$ cat src/rtl/pe_elastic_reg.sv
// pe_elastic_reg: valid/ready handshaked register stage with DEPTH entries of WIDTH bits.
// It absorbs back-pressure between PE pipeline stages without dropping words.
// It provides a synchronous flush and an occupancy count.
// The head entry is held in a dedicated output register, so there is no fall-through.
// in_ready depends only on registered occupancy.
module pe_elastic_reg #(
  parameter int                 WIDTH       = 32,
  parameter int                 DEPTH       = 2,
  parameter logic [WIDTH-1:0]   RESET_VALUE = {WIDTH{1'b0}},
  localparam int                CW          = $clog2(DEPTH + 1)
) (
  input  logic             clock,
  input  logic             reset,
  input  logic             flush,
  input  logic             in_valid,
  output logic             in_ready,
  input  logic [WIDTH-1:0] in_data,
  output logic             out_valid,
  input  logic             out_ready,
  output logic [WIDTH-1:0] out_data,
  output logic [CW-1:0]    count
);

  localparam int             PW         = (DEPTH > 1) ? $clog2(DEPTH) : 1;
  localparam logic [CW-1:0]  FULL_COUNT = CW'(DEPTH);
  localparam logic [CW-1:0]  ONE_COUNT  = CW'(1);
  localparam logic [PW-1:0]  LAST_PTR   = PW'(DEPTH - 1);

  logic [WIDTH-1:0] mem_q [DEPTH];
  logic [WIDTH-1:0] mem_d [DEPTH];
  logic [CW-1:0]    count_q, count_d;
  logic [PW-1:0]    wr_ptr_q, wr_ptr_d;
  logic [PW-1:0]    rd_ptr_q, rd_ptr_d;
  logic [PW-1:0]    rd_ptr_next;
  logic [WIDTH-1:0] out_data_q, out_data_d;
  logic             push;
  logic             pop;

  // Pointers wrap at DEPTH-1, so DEPTH need not be a power of two.
  function automatic logic [PW-1:0] ptr_inc(input logic [PW-1:0] p);
    if (p == LAST_PTR) begin
      return '0;
    end
    return p + 1'b1;
  endfunction

  assign in_ready    = (count_q != FULL_COUNT);
  assign out_valid   = (count_q != '0);
  assign out_data    = out_data_q;
  assign count       = count_q;
  assign push        = in_valid & in_ready;
  assign pop         = out_valid & out_ready;
  assign rd_ptr_next = ptr_inc(rd_ptr_q);

  // Next-state for occupancy, pointers and the registered head; flush discards everything.
  always_comb begin
    count_d    = count_q;
    wr_ptr_d   = wr_ptr_q;
    rd_ptr_d   = rd_ptr_q;
    out_data_d = out_data_q;
    if (flush) begin
      count_d    = '0;
      wr_ptr_d   = '0;
      rd_ptr_d   = '0;
      out_data_d = RESET_VALUE;
    end else begin
      if (push) begin
        wr_ptr_d = ptr_inc(wr_ptr_q);
      end
      if (pop) begin
        rd_ptr_d = rd_ptr_next;
      end
      case ({push, pop})
        2'b10:   count_d = count_q + ONE_COUNT;
        2'b01:   count_d = count_q - ONE_COUNT;
        default: count_d = count_q;
      endcase
      if (pop && (count_q > ONE_COUNT)) begin
        out_data_d = mem_q[rd_ptr_next];
      end else if (push && ((count_q == '0) || (pop && (count_q == ONE_COUNT)))) begin
        out_data_d = in_data;
      end
    end
  end

  // Storage write: every accepted word lands at the write pointer; a flushed push is dropped.
  always_comb begin
    mem_d = mem_q;
    if (push && !flush) begin
      mem_d[wr_ptr_q] = in_data;
    end
  end

  // Storage array carries no reset; occupancy alone decides which entries are meaningful.
  always_ff @(posedge clock) begin
    mem_q <= mem_d;
  end

  // Control registers with synchronous active-high reset taking priority over everything.
  always_ff @(posedge clock) begin
    if (reset) begin
      count_q    <= '0;
      wr_ptr_q   <= '0;
      rd_ptr_q   <= '0;
      out_data_q <= RESET_VALUE;
    end else begin
      count_q    <= count_d;
      wr_ptr_q   <= wr_ptr_d;
      rd_ptr_q   <= rd_ptr_d;
      out_data_q <= out_data_d;
    end
  end

endmodule
$ cat config.mk
export PLATFORM = sky130hd
export DESIGN_NAME = pe_elastic_reg
export DESIGN_NICKNAME = d
export VERILOG_FILES = /design/src/rtl/pe_elastic_reg.sv
export SDC_FILE = /design/constraint.sdc
export NUM_CORES = 1
export LEC_CHECK = 0
export ABC_AREA = 1
export CAP_MARGIN = 20
export CORE_ASPECT_RATIO = 1.25
export CORE_UTILIZATION = 57
export CTS_CLUSTER_SIZE = 14
export DETAILED_ROUTE_END_ITERATION = 10
export PLACE_DENSITY = 0.94
export SLEW_MARGIN = 10
export SYNTH_ARGS = -nofsm -noshare
export SYNTH_HDL_FRONTEND = slang
export SYNTH_SLANG_ARGS = --single-unit
$ cat constraint.sdc
create_clock -name clock -period 9.5 [get_ports clock]
set_input_delay 1.9 -clock clock [delete_from_list [all_inputs] [get_ports clock]]
set_output_delay 1.9 -clock clock [all_outputs]
set_load 0.05 [all_outputs]
Word-level counts from Yosys, hierarchy flattened. Index checks and enable logic that the tools add are counted.

Add/sub/neg operators: 4. Eq/ne operators: 4. Reductions and logical operators: 12. Bitwise gates (word level): 4. Order comparisons: 4. Muxes and demuxes: 17.

Operators by type and width (count): 32-bit 2-to-1 mux (6); 64-bit bitwise mux (1); 32-bit demux with 1-bit select (1); 1-bit 2-to-1 mux (8); 2-bit nonzero test (3); 1-bit logical AND (5); 2-bit by 1-bit equality test with 1-bit output (second input constant) (2); 2-bit greater-or-equal comparator (second input constant) (2); 1-bit NOT with 2-bit output (2); 2-bit case mux with 2 select lines (1); 1-bit adder (second input constant) (2); 2-bit by 1-bit adder with 2-bit output (second input constant) (1); 1-bit bitwise AND (2); 2-bit equality test (second input constant) (1); 2-bit by 1-bit greater-than comparator with 1-bit output (second input constant) (1); 2-bit logical NOT (1); 2-bit by 1-bit < comparator with 1-bit output (second input constant) (1); 2-bit != test (second input constant) (1); 2-bit OR reduction (1); 2-bit by 1-bit subtractor with 2-bit output (second input constant) (1); 1-bit logical NOT (1); 1-bit logical OR (1).

Output and inout port bits: 36. Flip-flop bits (word level): 100.

Logic depth before layout (Yosys ltp). Gate-level depths: netlist of run 1.

Depth in word-level cells: 7. Gate-level depth with buffers: 10. Gate-level depth less buffers: 9.

Least setup slack after synthesis of run 1. No wires, ideal clock.

Path type: input port to flip-flop. From: input in_valid. To: register mem_q[0] (netlist bit), enable pin. Setup slack: 4.670 ns. Arrival: 4.368 ns. Data required time: 9.039 ns. Path buffers: 0. Stages on the path: 4. Cells stage by stage: inv_1 -> nor2_1 -> inv_1 -> nor3_1.

Cells in the longest elaborated chain, start to end: 2.

Ends and longest elaborated chain: start: declaration (RTL line 15) `input logic in_valid,`; 1-bit bitwise AND (RTL line 51) `assign push = in_valid & in_ready;`; 1-bit logical AND (RTL line 89) `if (push && !flush) begin`; end signal: assignment (RTL line 96) `mem_q <= mem_d;`; end: declaration (RTL line 29) `logic [WIDTH-1:0] mem_q [DEPTH];`.

Every way passes these cells. A chain may end at the register's enable or synchronous reset.

Worst setup path in the final report of run 1.
From: input in_valid. To: register mem_q[1] (netlist bit), enable pin.

The elaborated chain is that of the path after synthesis.

==> summary.md, run 1 <==
| Metric | Value |
|---|---|
| Status | `finished clean` |
| Largest net degree at the start of global routing | `36` |
| Antenna cells | `0` |
| Starting Density | `0.592` |
| Initial DRC count | `273` |
| Num rows | `35` |
| Most common cell in the synthesized netlist | `nand2_1` |
| Crit path top cell by count | `inv_1` |
| Hold Crit Class | `register to register` |
| Die area | `0.00804 mm²` |
| Clock buffer count from CTS | `9` |
| Setup TNS Final | `0 ns` |
| Actual slew at the worst max-slew pin | `1.03 ns` |
| Global-route wire length before repair | `15200 µm` |
| Worst Path Required | `9.54 ns` |
| # DRC | `0` |
| Tot GR Track Use | `0.252` |
| HPWL Detailed | `5950 µm` |
| Hold_buf cts | `0` |
| CP max-delay cell | `nor3_2` |
| Critical-path maximum fanout | `20` |
| Post-synthesis area per instance | `9.01 µm²` |
| Endpoints failing setup | `0` |
| Post-synth EDFFs | `64` |
| Layout cells sized above 1 | `0.0597` |
| Post-Syn Nets | `527` |
| Critical-path cell list | `clkdlybuf4s50_1 -> inv_1 -> nor2_1 -> inv_1 -> nor3_2 -> buf_4` |
| PostCTS Resize Cnt | `0` |
| Fin. max-slew vios | `0` |
| Commonest cells post-synth | `229 x nand2_1, 67 x nor2_1, 64 x edfxtp_1` |
| Postcts setup bufs | `0` |
| Port buffer count | `72` |
| Fin crit period | `3.90 ns` |
| Slowest Stage Delay on Critical Path | `0.80 ns` |
| Synth Warn # | `0` |
| Ys async rst share | `0` |
| Met2 Usage GRT | `0.449` |
| Vias | `3366` |
| LEAKAGE | `2.20 nW` |
| GRT busiest layer | `met2` |
| FMAX | `256 MHz` |
| Post-route worst setup slack | `5.60 ns` |
| Final core occ | `0.713` |
| Synthesized flop and latch total | `100` |
| Drt via density | `5.22` |
| GRT Residual Overflow | `0` |
| Met3 Use GR | `0.0436` |
| Max rail drop VDD | `0.146 mV` |
| I/O Pins | `73` |
| Final Wtd Congestion | `0.724` |
| CTS sink cnt | `100` |
| Buf+Inv Stages, Crit Path | `4` |
| Nets | `589` |
| Worst Setup Path Type | `input port to register` |
| Slew HR | `0.308` |
| Pwr dens | `171 mW/mm²` |
| Cell variety after synth | `19` |
| Largest cells by area after synthesis | `edfxtp_1 44%, nand2_1 20%, dfxtp_1 16%` |
| Delay-heaviest family, CP | `buffers and inverters` |
| Mapped cell area | `0.00438 mm²` |
| Clk buf depth | `2` |
| Die height | `100 µm` |
| Wire per inst | `14.6 µm` |
| DP Worst Slack | `5.19 ns` |
| Final hold vios | `0` |
| Clk slew on worst S/H paths | `0.09 ns` |
| Met1 Usage GRT | `0.309` |
| CP Launch Type | `input port` |
| Hold WS | `0.538 ns` |
| Area growth, synth to finish | `20.5%` |
| Antenna-violating nets left | `0` |
| Initial antenna violation count | `0` |
| Worst setup EP type | `register` |
| Die width | `80.4 µm` |
| Mapped Cells | `486` |
| First-pass DRT Iterations | `5` |
| Prevailing post-synth register cell | `edfxtp_1` |
| Post-synth top area cell | `edfxtp_1` |
| Synth top area share | `0.439` |
| Max-Cap Viols | `0` |
| Seq/Total Area, Yosys | `0.603` |
| Clock Root Buffer | `clkbuf_8` |
| Vias in the first global route | `3234` |
| Final period util | `0.411` |
| Core box area | `0.00740 mm²` |
| CTS tree | `yes` |
| Fin Clk Skew | `0.00536 ns` |
| Crit path DAT | `3.94 ns` |
| RSZ-0062 raised after global routing | `false` |
| Post-Route WL | `9410 µm` |
| CTS H-tree depth | `3` |
| Clock Latency Late Sink | `0.36 ns` |
-- report_power, final --
group	leakage (nW)	switching, mW	internal (mW)
Combinational	1.23	0.0997	0.0581
Clock	0.0851	0.150	0.104
Sequential	0.882	0.0102	0.482
-- state kept, by name, summed over array words and instances, names as in the netlist --
name      cells
rd_ptr_q      1
out_data     32
mem_q        64
count         2
wr_ptr_q      1
-- layout by cell type (no fill, tap or decap), drive strengths merged, types with 3 or more instances in the layout --
cell type | Yosys | routed
nand2 | 231 | 231
clkdlybuf4s50 | 0 | 72
nor2 | 70 | 70
edfxtp | 64 | 64
dfxtp | 36 | 36
nand3b | 32 | 32
inv | 13 | 14
clkbuf | 3 | 10
buf | 23 | 5
ha | 4 | 4
a21oi | 3 | 3
o21ai | 3 | 3
clkinvlp | 0 | 3
-- layout make-up --
| cell class | instances | area (µm²) |
|---|---|---|
| multi-input combinational | 347 | 1510 |
| inverter | 13 | 48.8 |
| clock buffer | 10 | 138 |
| fill | 574 | 2120 |
| clock inverter | 6 | 48.8 |
| timing repair buffer | 77 | 774 |
| sequential | 100 | 2640 |
| tap | 92 | 115 |
-- cell families (layout without fill, tap and decap cells) --
group,Yosys count,count (layout),share of synthesized area
compound gates,6,6,0.00686
fa+ha+maj,4,4,0.0114
buf+inv,39,106,0.0540
flops,100,100,0.603
xor+xnor,2,2,0.00400
simple gates,335,335,0.320
-- worst min-delay path, delay by kind of cell (launching register included) --
kind	cells	cell delay [ns]
AO/OA/AOI/OAI	1	0.07
buffers and inverters	1	0.10
flip-flops	1	0.33
-- stage by stage --
stage	instances	area [µm²]	total power [mW]
after floorplan	486	4380	0.604
after global placement	627	5060	0.653
after detailed placement	628	5080	0.659
after CTS	644	5270	0.906
after global routing	645	5280	0.936
final	645	5280	0.904
-- layer usage --
layer  part of all wire  vias up
met5                  0        -
met4              0.012        0
met3              0.066       12
met2               0.53      125
met1               0.40     1574
li1                   -     1655
-- path summary, 6_finish.rpt --
path / start / to / slack, ns / cells past startpoint
setup / recovery: in_valid / mem_q[1]$_DFFE_PP_ / 5.60 / 6
hold / removal: wr_ptr_q$_SDFFE_PP0P_ / wr_ptr_q$_SDFFE_PP0P_ / 0.54 / 2
setup reg to reg: count[0]$_SDFFE_PP0P_ / mem_q[1]$_DFFE_PP_ / 6.91 / 6
hold reg to reg: wr_ptr_q$_SDFFE_PP0P_ / wr_ptr_q$_SDFFE_PP0P_ / 0.54 / 2
Power figures use the tool's default switching activity.
==> run 2, diff against run 1 <==
Settings changed: CORE_UTILIZATION 57 to 53, PLACE_DENSITY 0.94 to 0.89.
Clock period 9.5 ns to 4 ns, I/O delays scaled along.
==> summary.md, run 2 (synthesis results as in run 1) <==
| Metric | Value |
|---|---|
| Biggest register | `mem_q` |
| Num rows | `36 (+2.9%)` |
| Die height | `104 µm (+3.6%)` |
| Worst Path Required | `3.20 ns (-6.34 ns)` |
| Fin Clk Skew | `0.0135 ns (+0.00818 ns)` |
| Clock Root Buffer | `clkbuf_8` |
| Area of the multi-input gates | `0.00151 mm² (unchanged)` |
| Actual slew at the worst max-slew pin | `0.823 ns (-0.210 ns)` |
| Layout cells sized above 1 | `0.0542 (-0.00542)` |
| Crit path DAT | `1.97 ns (-1.97 ns)` |
| HPWL Detailed | `5700 µm (-4.3%)` |
| Worst Setup Path Type | `register to output port` |
| Final Wtd Congestion | `0.771 (+6.5%)` |
| Reg2Reg Setup Slack | `1.67 ns (-5.24 ns)` |
| Vias in the first global route | `3365 (+4.1%)` |
| Die width | `83.3 µm (+3.6%)` |
| Final core occ | `0.667 (-0.0464)` |
| R2r worst-path depth | `9 (+3)` |
| Antenna-violating nets left | `0 (unchanged)` |
| Most frequent cells in the layout | `229 x nand2_1, 72 x clkdlybuf4s50_1, 67 x nor2_1` |
| Tot GR Track Use | `0.225 (-0.0274)` |
| Fillcell total | `595 (+3.7%)` |
| Fin. max-slew vios | `0 (unchanged)` |
| Starting Density | `0.556 (-0.0362)` |
| Reg2reg end | `out_data[21]$_SDFFE_PP0P_` |
| Hold endpoint | `wr_ptr_q$_SDFFE_PP0P_` |
| Hold Crit Class | `register to register` |
| Antenna cells | `0 (unchanged)` |
| Global-route wire length before repair | `15500 µm (+1.5%)` |
| Critical-path maximum fanout | `4 (-80%)` |
| LEAKAGE | `2.19 nW (-0.42%)` |
| Hold_buf cts | `0 (unchanged)` |
| Max reg flops | `64 (unchanged)` |
| Setup TNS Final | `0 ns (unchanged)` |
| Sequential cell area | `0.00264 mm² (about the same)` |
| # DRC | `0 (unchanged)` |
| CTS tree | `yes` |
| HP Start | `wr_ptr_q$_SDFFE_PP0P_` |
| Fin crit period | `2.77 ns` |
| Clock Latency Late Sink | `0.36 ns (about the same)` |
| Pwr dens | `406 mW/mm² (+140%)` |
| Clock buffer count from CTS | `9 (unchanged)` |
| Initial antenna violation count | `0 (unchanged)` |
| Max-Cap Viols | `0 (unchanged)` |
| CTS H-tree depth | `3 (unchanged)` |
| Largest net degree at the start of global routing | `65 (+81%)` |
| Max rail drop VDD | `0.217 mV (+48%)` |
| Worst setup EP type | `output port` |
| Clk slew on worst S/H paths | `0.09 ns (about the same)` |
| Status | `finished clean` |
| Core box area | `0.00788 mm² (+6.5%)` |
| Post-Route WL | `9490 µm (+0.83%)` |
| Clk buf depth | `2 (unchanged)` |
| Drt via density | `5.21 (about the same)` |
| Slew HR | `0.450 (+0.143)` |
| Postcts setup bufs | `0 (unchanged)` |
| Nets | `589 (unchanged)` |
| Vias | `3379 (+0.39%)` |
| Endpoints failing setup | `0 (unchanged)` |
| I/O Pins | `73 (unchanged)` |
| RR Startpoint | `count[1]$_SDFFE_PP0P_` |
| CP Launch Type | `register` |
| Port buffer count | `72 (unchanged)` |
| Die area | `0.00863 mm² (+7.4%)` |
| CTS sink cnt | `100 (unchanged)` |
| CP startpoint | `count[1]$_SDFFE_PP0P_` |
| FMAX | `361 MHz` |
| RSZ-0062 raised after global routing | `false` |
| First-pass DRT Iterations | `4 (-1)` |
| PostCTS Resize Cnt | `0 (unchanged)` |
| Initial DRC count | `241 (-12%)` |
| Final period util | `0.693` |
| GRT Residual Overflow | `0 (unchanged)` |
| Most common cell after layout, fill and taps aside | `nand2_1` |
| Wire per inst | `14.6 µm (+0.36%)` |
| Area growth, synth to finish | `20.0%` |
| Final hold vios | `0 (unchanged)` |
| Hold depth | `2 (unchanged)` |
[run 2: cell count changes in the layout (fill, tap and decap cells not counted), sizes merged]
cell	before	now
clkinvlp	3	2
clkbuf	10	11
[run 2: layout make-up]
cell class / instances / area share
Timing Repair Buffer: 77 / 0.144
Inverter: 13 / 0.00928
Clock buffer: 11 / 0.0269
Clock inverter: 5 / 0.00690
Tap cell: 95 / 0.0226
Multi-Input combinational cell: 347 / 0.287
Sequential cell: 100 / 0.503
[run 2: stage by stage]
stage / setup slack, ns / hold slack, ns / power [mW] / cells / instance area [µm²]
finish: 1.23 / 0.527 / 2.14 / 648 / 5260
global route: 1.17 / 0.559 / 2.21 / 648 / 5260
CTS: 1.21 / 0.528 / 2.14 / 648 / 5260
detailed placement: 1.13 / 0.513 / 1.57 / 632 / 5080
global placement: 1.24 / 0.502 / 1.55 / 632 / 5080
floorplan: 0.0553 / 0.460 / 1.44 / 486 / 4380
[run 2: worst max-delay path: stages, from the launching register on]
cell	delay, ns
dfxtp_1	0.39
inv_1	0.11
ha_1	0.24
inv_2	0.08
clkdlybuf4s50_1	0.79
[run 2: routing by layer]
metal | track usage | routed length (µm)
met1 | 0.268 | 3820
met2 | 0.396 | 4940
met3 | 0.0414 | 601
met4 | 0.0924 | 130
met5 | 0 | 0
[run 2: report_power, final]
group | switching, mW | total, mW | internal (mW)
clock | 0.348 | 0.593 | 0.245
sequential | 0.0190 | 1.16 | 1.15
combinational | 0.242 | 0.378 | 0.137
[run 2: worst max path at each step]
stage / end / slack [ns] / cells past startpoint
6_report: out_valid / 1.23 / 4
5_1_grt: out_valid / 1.17 / 4
4_1_cts: out_valid / 1.21 / 4
3_5_place_dp: out_data[4]$_SDFFE_PP0P_ / 1.13 / 8
3_3_place_gp: out_data[9]$_SDFFE_PP0P_ / 1.24 / 8
2_1_floorplan: mem_q[0]$_DFFE_PP_ / 0.06 / 5
